[src/rtl/rgb_pixel_serializer.sv]
// Buffers 24-bit RGB pixels in a small FIFO and serializes them as R, G, B bytes
// to a UART transmitter, one send strobe every BYTE_GAP cycles.
module rgb_pixel_serializer #(
  parameter int          FIFO_DEPTH = 4,
  parameter logic [15:0] BYTE_GAP   = 16'd52080
) (
  input  logic       sys_clk,
  input  logic       sys_rst,
  input  logic       data_in_valid,
  input  logic [7:0] r_data_in,
  input  logic [7:0] g_data_in,
  input  logic [7:0] b_data_in,
  output logic [7:0] data_out,
  output logic       data_out_ready,
  output logic       fifo_full,
  output logic       overflow,
  output logic       busy
);

  localparam int AW = $clog2(FIFO_DEPTH);

  typedef enum logic [1:0] {
    IDLE = 2'd0,
    SEND = 2'd1,
    GAP  = 2'd2
  } state_t;

  state_t state_q, state_d;

  logic [23:0] mem [FIFO_DEPTH];
  logic [AW:0] wr_ptr, rd_ptr;
  logic        fifo_empty;
  logic        push, pop;

  logic [23:0] hold;
  logic [1:0]  byte_idx;
  logic        byte_inc;
  logic [15:0] gap_cnt;
  logic        gap_end;
  logic [7:0]  hold_byte;

  // Extra pointer bit tells a full FIFO from an empty one when the indices match.
  assign fifo_empty = (wr_ptr == rd_ptr);
  assign fifo_full  = (wr_ptr[AW] != rd_ptr[AW]) && (wr_ptr[AW-1:0] == rd_ptr[AW-1:0]);
  assign push       = data_in_valid && (!fifo_full || pop);
  assign gap_end    = (gap_cnt == BYTE_GAP - 16'd2);
  assign busy       = (state_q != IDLE) || !fifo_empty;

  always_comb begin
    case (byte_idx)
      2'd0:    hold_byte = hold[23:16];
      2'd1:    hold_byte = hold[15:8];
      default: hold_byte = hold[7:0];
    endcase
  end

  // NOTE: every output of a combinational block gets a default first, so no
  // path through the case statement can leave a latch behind.
  always_comb begin
    state_d  = state_q;
    pop      = 1'b0;
    byte_inc = 1'b0;
    case (state_q)
      IDLE: begin
        if (!fifo_empty) begin
          pop     = 1'b1;
          state_d = SEND;
        end
      end
      SEND: state_d = GAP;
      GAP: begin
        if (gap_end) begin
          if (byte_idx != 2'd2) begin
            byte_inc = 1'b1;
            state_d  = SEND;
          end else if (!fifo_empty) begin
            pop     = 1'b1;
            state_d = SEND;
          end else begin
            state_d = IDLE;
          end
        end
      end
      default: state_d = IDLE;
    endcase
  end

  // NOTE: pixel storage carries no reset; emptiness is defined by the pointers,
  // so clearing the array would only cost reset fan-out.
  always_ff @(posedge sys_clk) begin
    if (push) mem[wr_ptr[AW-1:0]] <= {r_data_in, g_data_in, b_data_in};
  end

  // NOTE: sequential state uses non-blocking assignments so every register
  // samples the pre-edge values, e.g. a same-cycle write and pop on a full FIFO.
  always_ff @(posedge sys_clk) begin
    if (sys_rst) begin
      state_q        <= IDLE;
      wr_ptr         <= '0;
      rd_ptr         <= '0;
      hold           <= '0;
      byte_idx       <= '0;
      gap_cnt        <= '0;
      data_out       <= '0;
      data_out_ready <= 1'b0;
      overflow       <= 1'b0;
    end else begin
      state_q        <= state_d;
      data_out_ready <= (state_q == SEND);

      if (state_q == SEND) begin
        data_out <= hold_byte;
        gap_cnt  <= '0;
      end else if (state_q == GAP) begin
        gap_cnt <= gap_cnt + 16'd1;
      end

      if (pop) begin
        hold     <= mem[rd_ptr[AW-1:0]];
        byte_idx <= '0;
        rd_ptr   <= rd_ptr + 1'b1;
      end else if (byte_inc) begin
        byte_idx <= byte_idx + 2'd1;
      end

      if (push) wr_ptr <= wr_ptr + 1'b1;
      if (data_in_valid && !push) overflow <= 1'b1;
    end
  end

endmodule

[config.mk]
export PLATFORM = sky130hd
export DESIGN_NAME = rgb_pixel_serializer
export DESIGN_NICKNAME = d
export VERILOG_FILES = /design/src/rtl/rgb_pixel_serializer.sv
export SDC_FILE = /design/constraint.sdc
export NUM_CORES = 1
export LEC_CHECK = 0
export CORE_MARGIN = 2
export CORE_UTILIZATION = 59
export DETAILED_ROUTE_END_ITERATION = 6
export PLACE_DENSITY = 0.75
export SYNTH_ARGS = -nofsm -noshare
export SYNTH_HDL_FRONTEND = slang
export SYNTH_SLANG_ARGS = --single-unit
[constraint.sdc]
create_clock -name sys_clk -period 3.41 [get_ports sys_clk]
set_clock_uncertainty 0.05 [all_clocks]
set_input_delay 0.341 -clock sys_clk [delete_from_list [all_inputs] [get_ports sys_clk]]
set_output_delay 0.341 -clock sys_clk [all_outputs]
set_load 0.01 [all_outputs]
# Word level (Yosys, flattened, before mapping)
# Memory sizes are Yosys's and may differ from the RTL's. A register that Yosys moved wholly into a read port is not among the register bits.
# Index checks and enable logic that the tools add are counted.
[op_classes]
n_mux = 15
eq_ne = 10
reduce_logical = 14
addsub = 4
[ops]
columns = ["cell", "n"]
rows = [
  ["16-bit by 1-bit adder with 16-bit output, second input constant", 1],
  ["16-bit equality test, second input constant", 1],
  ["8-bit one-hot mux with 2 select lines", 1],
  ["1-bit two-way mux", 10],
  ["3-bit by 1-bit adder with 3-bit output, second input constant", 2],
  ["2-bit inequality test, second input constant", 3],
  ["2-bit one-hot mux with 3 select lines", 1],
  ["2-bit by 1-bit equality test with 1-bit output, second input constant", 2],
  ["2-bit logical NOT", 2],
  ["2-bit two-way mux", 2],
  ["2-bit OR reduction", 2],
  ["3-bit equality test", 1],
  ["1-bit logical AND", 3],
  ["1-bit logical NOT", 3],
  ["2-bit by 1-bit adder with 2-bit output, second input constant", 1],
  ["2-bit equality test", 1],
  ["2-bit equality test, second input constant", 1],
  ["1-bit logical OR", 2],
  ["1-bit one-hot mux with 2 select lines", 1],
  ["2-bit AND reduction", 1],
  ["2-bit nonzero test", 1],
  ["1-bit inequality test", 1],
]
[word_totals]
memories = 1
word_cells = 52
inputBits = 27
ramBits = 96
register_bits = 36
out_inout_bits = 12
[memory_table]
columns = ["name", "words", "word_bits", "read_ports", "rd_clocked_by_memory_dff", "write_ports", "line_no", "rtl"]
rows = [
  ["mem", 4, 24, 1, 1, 1, "30", "logic [23:0] mem [FIFO_DEPTH];"],
]

# Logic depth before layout (Yosys ltp)
# Gate-level depths: netlist of the first run.
[depth]
depth_word = 9
mapped_depth = 8
mapped_depth_nobuf = 7

# Least setup slack after synthesis of the first run
# No wires, ideal clock.
[synth_path]
path_type = "register -> register"
start = "register gap_cnt[11]"
end = "memory mem[0][0] (enable)"
n_path_buf = 0
setup_time_ps = 383
required_time_ps = 2977
stages_incl_launch_ff = 5
path_slack_ps = 857
period_less_slack_ps = 2553
arrival_ps = 2120
cell_sequence = "dfxtp_1 or3b_1 or4_4 o221ai_2 and3_1"
[synth_between]
elab_chain_cells = 7
[synth_lines]
columns = ["element", "line_no", "rtl"]
rows = [
  ["start: declaration", "38", "logic [15:0] gap_cnt;"],
  ["start signal: assignment", "115", "gap_cnt <= gap_cnt + 16'd1;"],
  ["16-bit equality test", "46", "assign gap_end = (gap_cnt == BYTE_GAP - 16'd2);"],
  ["1-bit two-way mux", "72", "if (gap_end) begin"],
  ["1-bit one-hot mux with 2 select lines", "63", "case (state_q)"],
  ["1-bit logical OR", "45", "assign push = data_in_valid && (!fifo_full || pop);"],
  ["1-bit logical AND", "45", ""],
  ["1-bit two-way mux", "91", "if (push) mem[wr_ptr[AW-1:0]] <= {r_data_in, g_data_in, b_data_in};"],
  ["1-bit two-way mux (implied by the code)", "91", ""],
  ["end: declaration", "30", ""],
]
# Every way passes these cells.

# Worst setup path after layout of the first run
[layout_path]
start = "register gap_cnt[11]"
end = "register wr_ptr[2]"
[layout_between]
elab_chain_cells = 5
[layout_lines]
columns = ["element", "line_no", "rtl"]
rows = [
  ["16-bit equality test", "46", ""],
  ["1-bit two-way mux", "72", ""],
  ["1-bit one-hot mux with 2 select lines", "63", ""],
  ["1-bit logical OR", "45", ""],
  ["1-bit logical AND", "45", ""],
  ["end signal: assignment", "126", "if (push) wr_ptr <= wr_ptr + 1'b1;"],
  ["end: declaration", "31", "logic [AW:0] wr_ptr, rd_ptr;"],
]
# Every way passes these cells.
# A chain may end at the register's enable or synchronous reset.

==> results of run 1 <==
[logic make-up after synthesis]
logic type / count (synthesis) / synth area share, %
xor+xnor: 18 / 2.54
simple gates: 112 / 9.41
mux: 26 / 9.05
fa+ha+maj: 10 / 2.02
buf+inv: 37 / 2.52
flops: 156 / 65.8
compound gates: 93 / 8.67
[worst max path at each step]
stage,start,endpoint,slack (ns),cells past startpoint
6_report,gap_cnt[11],wr_ptr[2],0.81,5
5_1_grt,gap_cnt[1],wr_ptr[2],0.68,6
4_1_cts,gap_cnt[11],wr_ptr[2],0.80,5
3_5_place_dp,gap_cnt[11],wr_ptr[2],0.81,5
3_3_place_gp,gap_cnt[11],wr_ptr[2],0.88,5
2_1_floorplan,gap_cnt[11],mem[0][0],0.86,4
[cell usage after synthesis (2+ instances only)]
| library cell | n |
|---|---|
| a21oi_1 | 40 |
| a22o_1 | 8 |
| and3_1 | 9 |
| buf_2 | 2 |
| buf_4 | 2 |
| clkbuf_1 | 23 |
| dfxtp_1 | 60 |
| edfxtp_1 | 96 |
| ha_1 | 10 |
| inv_1 | 8 |
| mux4_2 | 24 |
| nand2_1 | 17 |
| nand2b_1 | 3 |
| nand3_1 | 37 |
| nand4_1 | 2 |
| nand4b_1 | 2 |
| nor2_1 | 23 |
| nor2b_1 | 3 |
| nor3_1 | 3 |
| o21ai_0 | 38 |
| or3_1 | 3 |
| xnor2_1 | 9 |
| xor2_1 | 9 |
[where the power goes]
group	switching [mW]	internal (mW)
Combinational	0.744	0.528
Clock	0.683	0.981
Sequential	0.126	2.21
Total	1.55	3.72
[worst max-delay path: cells and delay by family (launching register included)]
kind,cells,cell delay (ns)
flip-flops,1,0.40
multiplexers,1,0.36
AND/OR/NAND/NOR,3,1.36
AO/OA/AOI/OAI,1,0.32
[final cells by class]
| type | count | area [um2] |
|---|---|---|
| clock inverter | 8 | 71.3 |
| multi-input combinational | 259 | 1970 |
| sequential | 156 | 4090 |
| timing repair buffer | 45 | 433 |
| tap | 136 | 170 |
| clock buffer | 24 | 450 |
| fill | 727 | 3070 |
| inverter | 8 | 30.0 |
[stage by stage]
step | std cells | hold WS (ns) | area, um2 | utilization [%]
global route | 636 | 0.388 | 7210 | 70.1
detailed placement | 604 | 0.393 | 6690 | 65.0
global placement | 604 | 0.384 | 6690 | 65.0
finish | 636 | 0.398 | 7210 | 70.1
CTS | 636 | 0.370 | 7210 | 70.1
floorplan | 452 | 0.390 | 6210 | -
[sequential cells by signal, indices dropped and copies added (netlist names)]
register / cells
byte_idx: 2
data_out: 8
data_out_ready: 1
gap_cnt: 16
hold: 24
mem: 96
overflow: 1
rd_ptr: 3
state_q: 2
wr_ptr: 3
[layer usage]
layer | GRT usage (%) | share of wire, %
met2 | 34.8 | 48
met1 | 29.7 | 44
met5 | 0 | 0
met4 | 9.65 | 2.0
met3 | 6.57 | 5.3
==> reports/qor.csv, run 1 <==
metric,value,unit
yosysTopAreaCellShare,46.4,%
io_pins,39,
cellLeakagePower,2.39,nW
ctsResizeCount,0,
r2r_cells,5,
grt_pass1_wl,18800,um
final_common_cell,edfxtp_1,
syn_nets,489,
synth_edf_count,96,
slew_viol_final,0,
htree_num_levels,4,
start_util,60.4,%
rrSetupSlack,0.81,ns
die_h,107,um
cp.required,3.77,ns
holdCritStartpoint,b_data_in[7],
relSlewSlack,25.0,%
cp.arrival,2.96,ns
rsz0062_at_grt,no,
tns,0,ns
drtIter0Drc,206,
fmax,0.385,GHz
finalWirelength,11800,um
grt_max_degree,34,
ys_ff_latch,156,
outcome,"complete, but fails checks",
num_vias,3781,
setup_viol,0,
critical_path.endpoint_type,flop,
first_pass_iters,7,
root_buffer,clkbuf_8,
final_nets,524,
cts.sinks,156,
ys_async_sr_fraction,0,%
avgSynthCellArea,13.7,um2
yosys_most_used_dff,edfxtp_1,
startpoint_type,flop,
power_density,732,mW/mm2
ir_worst_vdd,547,uV
portBuffers,38,
gp_congestion,0.781,
synthCells,452,
cts_hold_buf,0,
drive_above_1_share,13.2,%
path_clk_slew,0.06,ns
hp-class,in -> reg,
place_ws,0.807,ns
diodes,0,
ys_warn_count,0,
finalPower,5.28,mW
hold_path_end,mem[0][7],
seq_area_frac_synth,65.8,%
synth_top_area_cell,edfxtp_1,
die-width,107,um
antenna_found_initial,0,
final.setup.worst_slack,0.812,ns
routedWlPerCell,18.5,um
ys_types,44,
period_minus_slack,2.60,ns
netlist_area,0.00621,mm2
cts_tree,done,
die-area,0.0114,mm2
cpMaxStageDelayCell,and3_4,
hold_viol,0,
grt_pass1_vias,3629,
synth.area.top_cells,"edfxtp_1 (46%), dfxtp_1 (19%), mux4_2 (8.7%)",
critPathMaxStageDelay,0.51,ns
grt_usage,22.4,%
viasPerCell,5.94,
worstReg2RegEnd,wr_ptr[2],
crit_path_cell_trace,or3b_1 -> or4_4 -> o221ai_2 -> and3_4 -> mux2_1,
cts_setup_buffers,0,
design.core.area,0.0103,mm2
dpl.hpwl,7280,um
postRouteAntennaNets,0,
clk-insertion-delay-late,0.53,ns
fp-row-count,37,
cts_buffers,17,
worst-setup-path-type,reg -> reg,
cts_buffer_depth,2,
violations,design-rule violations,
cp_max_fo,25,
drc,1,
period_share,76.2,%
hold_depth,1,
final_cell_mix,"edfxtp_1 (96), dfxtp_1 (59), a21oi_1 (40)",
grt-ovfl-total,0,
r2r_start,gap_cnt[11],
drv_cap,0,
area_growth,16.1,%
worst_slew_pin_slew,1.13,ns
No activity file was read; power rests on OpenSTA's default activity.
==> run 2, diff against run 1 <==
==> constraint.sdc (replaced) <==
create_clock -name sys_clk -period 2.5 [get_ports sys_clk]
set_clock_uncertainty 0.05 [all_clocks]
set_input_delay 0.25 -clock sys_clk [delete_from_list [all_inputs] [get_ports sys_clk]]
set_output_delay 0.25 -clock sys_clk [all_outputs]
set_load 0.01 [all_outputs]
==> reports/qor.csv, run 2 (same netlist as run 1, synthesis figures left out) <==
metric,value,unit,change
drive_above_1_share,15.6,%,was 13.2%
cts.sinks,156,,unchanged
hp-class,in -> reg,,unchanged
rsz0062_at_grt,no,,unchanged
holdCritStartpoint,r_data_in[2],,was b_data_in[7]
largest_reg_flops,96,,unchanged
r2r_start,gap_cnt[0],,was gap_cnt[11]
grt_max_degree,29,,was 34
critPathMaxStageDelay,0.58,ns,was 0.51 ns
drtIter0Drc,211,,was 206
first_pass_iters,7,,unchanged
grt_use_met2,35.5,%,was 34.8%
final_nets,532,,was 524
final.setup.worst_slack,0.112,ns,was 0.812 ns
viasPerCell,5.89,,was 5.94
gp_congestion,0.809,,was 0.781
num-fill-cells,675,,was 727
htree_num_levels,4,,unchanged
crit_family,buffers and inverters,,was simple AND/OR/NAND/NOR gates
start_util,60.4,%,unchanged
path_clk_slew,0.06,ns,about the same
grt-ovfl-total,0,,unchanged
startpoint_type,flop,,unchanged
fin_util,72.0,%,was 70.1%
die_h,107,um,unchanged
finalWirelength,11900,um,was 11800 um
slew_viol_final,0,,unchanged
num_vias,3795,,was 3781
worstReg2RegEnd,mem[2][6],,was wr_ptr[2]
cts_buffers,17,,unchanged
power_density,1020,mW/mm2,was 732 mW/mm2
worst-setup-path-type,reg -> out,,was reg -> reg
fmax,0.419,GHz,
place_ws,0.124,ns,was 0.807 ns
hold_viol,0,,unchanged
cts_tree,done,,unchanged
drv_cap,0,,unchanged
fp-row-count,37,,unchanged
worst_slew_pin_slew,0.676,ns,was 1.13 ns
grt.met3_usage,6.38,%,was 6.57%
cp.required,2.20,ns,was 3.77 ns
relSlewSlack,54.5,%,was 25.0%
cpMaxStageDelayCell,clkdlybuf4s50_1,,was and3_4
cellLeakagePower,2.47,nW,was 2.39 nW
cp_max_fo,11,,was 25
postRouteAntennaNets,0,,unchanged
die-area,0.0114,mm2,unchanged
period_minus_slack,2.39,ns,
hold_path_end,mem[2][18],,was mem[0][7]
root_buffer,clkbuf_8,,unchanged
cts_buffer_depth,2,,unchanged
final_common_cell,edfxtp_1,,unchanged
area_growth,19.2,%,was 16.1%
finalPower,7.53,mW,was 5.28 mW
period_share,95.5,%,
ir_worst_vdd,671,uV,was 547 uV
drc,0,,was 1
clk-insertion-delay-late,0.53,ns,about the same
critical_path.endpoint_type,output pin,,was flop
grt_pass1_wl,19400,um,was 18800 um
r2r_cells,7,,was 5
cp.arrival,2.09,ns,was 2.96 ns
hold_depth,1,,unchanged
outcome,completed,,"was complete, but fails checks"
tns,0,ns,unchanged
crit_path_cell_trace,xnor2_1 -> and3b_1 -> clkdlybuf4s50_1,,was or3b_1 -> or4_4 -> o221ai_2 -> and3_4 -> mux2_1
final_cell_mix,"edfxtp_1 (96), dfxtp_1 (59), a21oi_1 (40)",,unchanged
antenna_found_initial,0,,unchanged
dpl.hpwl,7760,um,was 7280 um
rrSetupSlack,0.17,ns,was 0.81 ns
grt_pass1_vias,3763,,was 3629
routedWlPerCell,18.4,um,was 18.5 um
register_area,0.00409,mm2,about the same
diodes,0,,unchanged
multi_input_area,0.00198,mm2,was 0.00197 mm2
setup_viol,0,,unchanged
holdWs,0.306,ns,was 0.398 ns
design.core.area,0.0103,mm2,unchanged
io_pins,39,,unchanged
path_buf_inv,1,,was 0
grt_use_met1,31.3,%,was 29.7%
die-width,107,um,unchanged
portBuffers,38,,unchanged
grt_usage,22.9,%,was 22.4%
busiest_layer,met2,,unchanged
[run 2: timing repair]
action	in CTS	in global routing
buffers inserted	0	0
resized for setup	0	2
hold buffers	0	0
setup endpoints to repair	0	6
[run 2: area by class of cell]
type	count	share of cell area (%)
flip-flops and latches	156	55.3
multi-input cells	259	26.8
repair buffers	53	7.34
clock buffers	17	5.60
clock inverters	15	2.32
well taps	136	2.30
inverters	8	0.406
[run 2: worst max-delay path by stage]
stage                      from  depth (start not counted)  slack, ns    endpoint
floorplan           gap_cnt[11]                          5       0.19   wr_ptr[2]
global placement    gap_cnt[10]                          5       0.19   mem[0][7]
detailed placement   gap_cnt[0]                          7       0.12  mem[2][14]
CTS                   rd_ptr[0]                          3       0.06   fifo_full
global route          rd_ptr[0]                          3       0.02   fifo_full
finish                rd_ptr[0]                          3       0.11   fifo_full
[run 2: metrics by stage]
stage	std cells	instance area (um2)
2_1_floorplan	452	6210
3_3_place_gp	612	6800
3_5_place_dp	612	6800
4_1_cts	644	7380
5_1_grt	644	7400
6_report	644	7400
[run 2: routing by layer]
| layer | part of all wire (%) | routed length [um] |
|---|---|---|
| met5 | 0 | 0 |
| met4 | 1.1 | 134 |
| met3 | 6.4 | 760 |
| met2 | 49 | 5780 |
| met1 | 44 | 5200 |
[run 2: where the power goes]
part | switching, mW | total (mW) | internal (mW)
clock | 1.01 | 2.52 | 1.52
sequential | 0.201 | 3.22 | 3.02
combinational | 1.01 | 1.78 | 0.774
==> run 3, diff against run 2 <==
--- a/config.mk
+++ b/config.mk
@@ -5,6 +5,7 @@
 export SDC_FILE = /design/constraint.sdc
 export NUM_CORES = 1
 export LEC_CHECK = 0
+export CORE_ASPECT_RATIO = 1.2
 export CORE_MARGIN = 2
 export CORE_UTILIZATION = 59
 export DETAILED_ROUTE_END_ITERATION = 6
==> reports/qor.csv, run 3 (same netlist as run 1, synthesis figures left out) <==
metric,value,unit,change
cts_buffer_depth,2,,unchanged
seqPwrFrac,43.1,%,was 42.8%
r2r_cells,7,,unchanged
cts_buffers,17,,unchanged
grt_pass1_wl,19100,um,was 19400 um
cp_max_fo,24,,was 11
slew_viol_final,0,,unchanged
startpoint_type,flop,,unchanged
die-width,97.6,um,was 107 um
worst_slew_pin_slew,0.651,ns,was 0.676 ns
drtIter0Drc,189,,was 211
final.setup.worst_slack,0.0954,ns,was 0.112 ns
final_nets,532,,unchanged
p_sw_share,30.6,%,was 29.4%
start_util,59.9,%,was 60.4%
dpl.hpwl,7800,um,was 7760 um
hold_path_end,data_out[4],,was mem[2][18]
fp-row-count,41,,was 37
antenna_found_initial,0,,unchanged
largest_reg_flops,96,,unchanged
fmax,0.416,GHz,was 0.419 GHz
cts.sinks,156,,unchanged
diodes,0,,unchanged
power_density,1010,mW/mm2,was 1020 mW/mm2
first_pass_iters,4,,was 7
cellLeakagePower,2.46,nW,was 2.47 nW
grt_pass1_vias,3764,,was 3763
critical_path.endpoint_type,flop,,was output pin
r2r_start,gap_cnt[0],,unchanged
placed_cells,605,,was 612
worst-setup-path-type,reg -> reg,,was reg -> out
critPathMaxStageDelay,0.56,ns,was 0.58 ns
comb_power_share,24.8,%,was 23.7%
cp.required,2.57,ns,was 2.20 ns
period_share,96.2,%,was 95.5%
fin_util,71.0,%,was 72.0%
hold_viol,0,,unchanged
place_ws,0.129,ns,was 0.124 ns
die-area,0.0114,mm2,about the same
grt_max_degree,29,,unchanged
p_int,5.14,mW,was 5.31 mW
drv_cap,0,,unchanged
cpMaxStageDelayCell,or4_4,,was clkdlybuf4s50_1
hp-class,reg -> reg,,was in -> reg
cp.arrival,2.47,ns,was 2.09 ns
postRouteAntennaNets,0,,unchanged
ir_worst_vdd,535,uV,was 671 uV
rsz0062_at_grt,no,,unchanged
root_buffer,clkbuf_16,,was clkbuf_8
portBuffers,38,,unchanged
crit_path_cell_trace,inv_1 -> ha_1 -> nand4bb_1 -> or4_4 -> o221ai_2 -> and3_2 -> buf_12,,was xnor2_1 -> and3b_1 -> clkdlybuf4s50_1
setup_viol,0,,unchanged
pwr-share-clk,32.1,%,was 33.5%
area_growth,18.5,%,was 19.2%
relSlewSlack,56.2,%,was 54.5%
die_h,116,um,was 107 um
num_vias,3785,,was 3795
cts_hold_buf,0,,unchanged
gp_congestion,0.770,,was 0.809
period_minus_slack,2.40,ns,was 2.39 ns
num-fill-cells,697,,was 675
cts_tree,done,,unchanged
worstReg2RegEnd,mem[0][14],,was mem[2][6]
design.core.area,0.0104,mm2,was 0.0103 mm2
ctsResizeCount,0,,unchanged
final_common_cell,edfxtp_1,,unchanged
power.switching,2.27,mW,was 2.22 mW
finalWirelength,11900,um,about the same
register_area,0.00409,mm2,about the same
outcome,completed,,unchanged
clk-insertion-delay-late,0.42,ns,was 0.53 ns
drc,0,,unchanged
viasPerCell,5.94,,was 5.89
grt-ovfl-total,0,,unchanged
multi_input_area,0.00197,mm2,was 0.00198 mm2
cts_setup_buffers,0,,unchanged
rrSetupSlack,0.1,ns,was 0.17 ns
io_pins,39,,unchanged
grt_usage,22.0,%,was 22.9%
htree_num_levels,4,,unchanged
hold_depth,2,,was 1
routedWlPerCell,18.7,um,was 18.4 um
drive_above_1_share,15.9,%,was 15.6%
layoutNonFillerInstCount,637,,was 644
final_cell_mix,"edfxtp_1 (96), dfxtp_1 (59), a21oi_1 (40)",,unchanged
holdCritStartpoint,data_out[4],,was r_data_in[2]
tns,0,ns,unchanged
path_clk_slew,0.06,ns,about the same
## run 3: cell types whose count changed in the layout (fill, tap and decap cells not counted), sizes merged
cell	previous run	this run
clkbuf	17	18
clkinv	8	4
inv	11	17
bufinv	3	0
## run 3: stage by stage
stage | cell area [um2] | power, mW | hold slack [ns]
floorplan | 6210 | 4.53 | 0.299
global placement | 6800 | 5.01 | 0.385
detailed placement | 6800 | 5.05 | 0.399
CTS | 7360 | 7.44 | 0.405
global route | 7360 | 7.73 | 0.422
finish | 7360 | 7.40 | 0.410
## run 3: worst max-delay path: cells and delay by family, from the launching register on
family	cells	cell delay [ns]
buffers and inverters	2	0.26
and+or+nand+nor	3	0.93
adders and majority gates	1	0.18
DFF	1	0.35
AOI/OAI and AO/OA	1	0.32
## run 3: worst max-delay path by stage
stage / from / end / slack [ns] / depth (start not counted)
2_1_floorplan: gap_cnt[11] / wr_ptr[2] / 0.19 / 5
3_3_place_gp: gap_cnt[0] / mem[0][6] / 0.19 / 7
3_5_place_dp: gap_cnt[0] / mem[1][5] / 0.13 / 7
4_1_cts: gap_cnt[0] / mem[3][12] / 0.10 / 7
5_1_grt: gap_cnt[1] / mem[0][23] / 0.009 / 6
6_report: gap_cnt[0] / mem[0][14] / 0.1 / 7
## run 3: power by group through the flow
stage / logic (mW) / registers, mW / clock network, mW
floorplan: 1.37 / 3.16 / 0
global placement: 1.79 / 3.22 / 0
detailed placement: 1.82 / 3.24 / 0
CTS: 1.85 / 3.19 / 2.41
global route: 2.01 / 3.22 / 2.49
finish: 1.84 / 3.19 / 2.37
## run 3: cell type report
| cell class | count | share of cell area, % |
|---|---|---|
| Inverter | 8 | 0.408 |
| Clock inverter | 14 | 1.72 |
| Tap cell | 129 | 2.19 |
| Sequential cell | 156 | 55.5 |
| Multi-Input combinational cell | 259 | 26.8 |
| Clock buffer | 18 | 5.83 |
| Timing Repair Buffer | 53 | 7.55 |
## run 3: per-layer routing
layer  wire length [um]  part of all wire (%)  up-vias  global-route usage, %
li1                   -                     -     1795                      -
met1               5100                    43     1889                   26.8
met2               6140                    52       82                   37.9
met3                462                   3.9       19                   4.97
met4                209                   1.8        0                   10.3
met5                  0                     0        -                      0
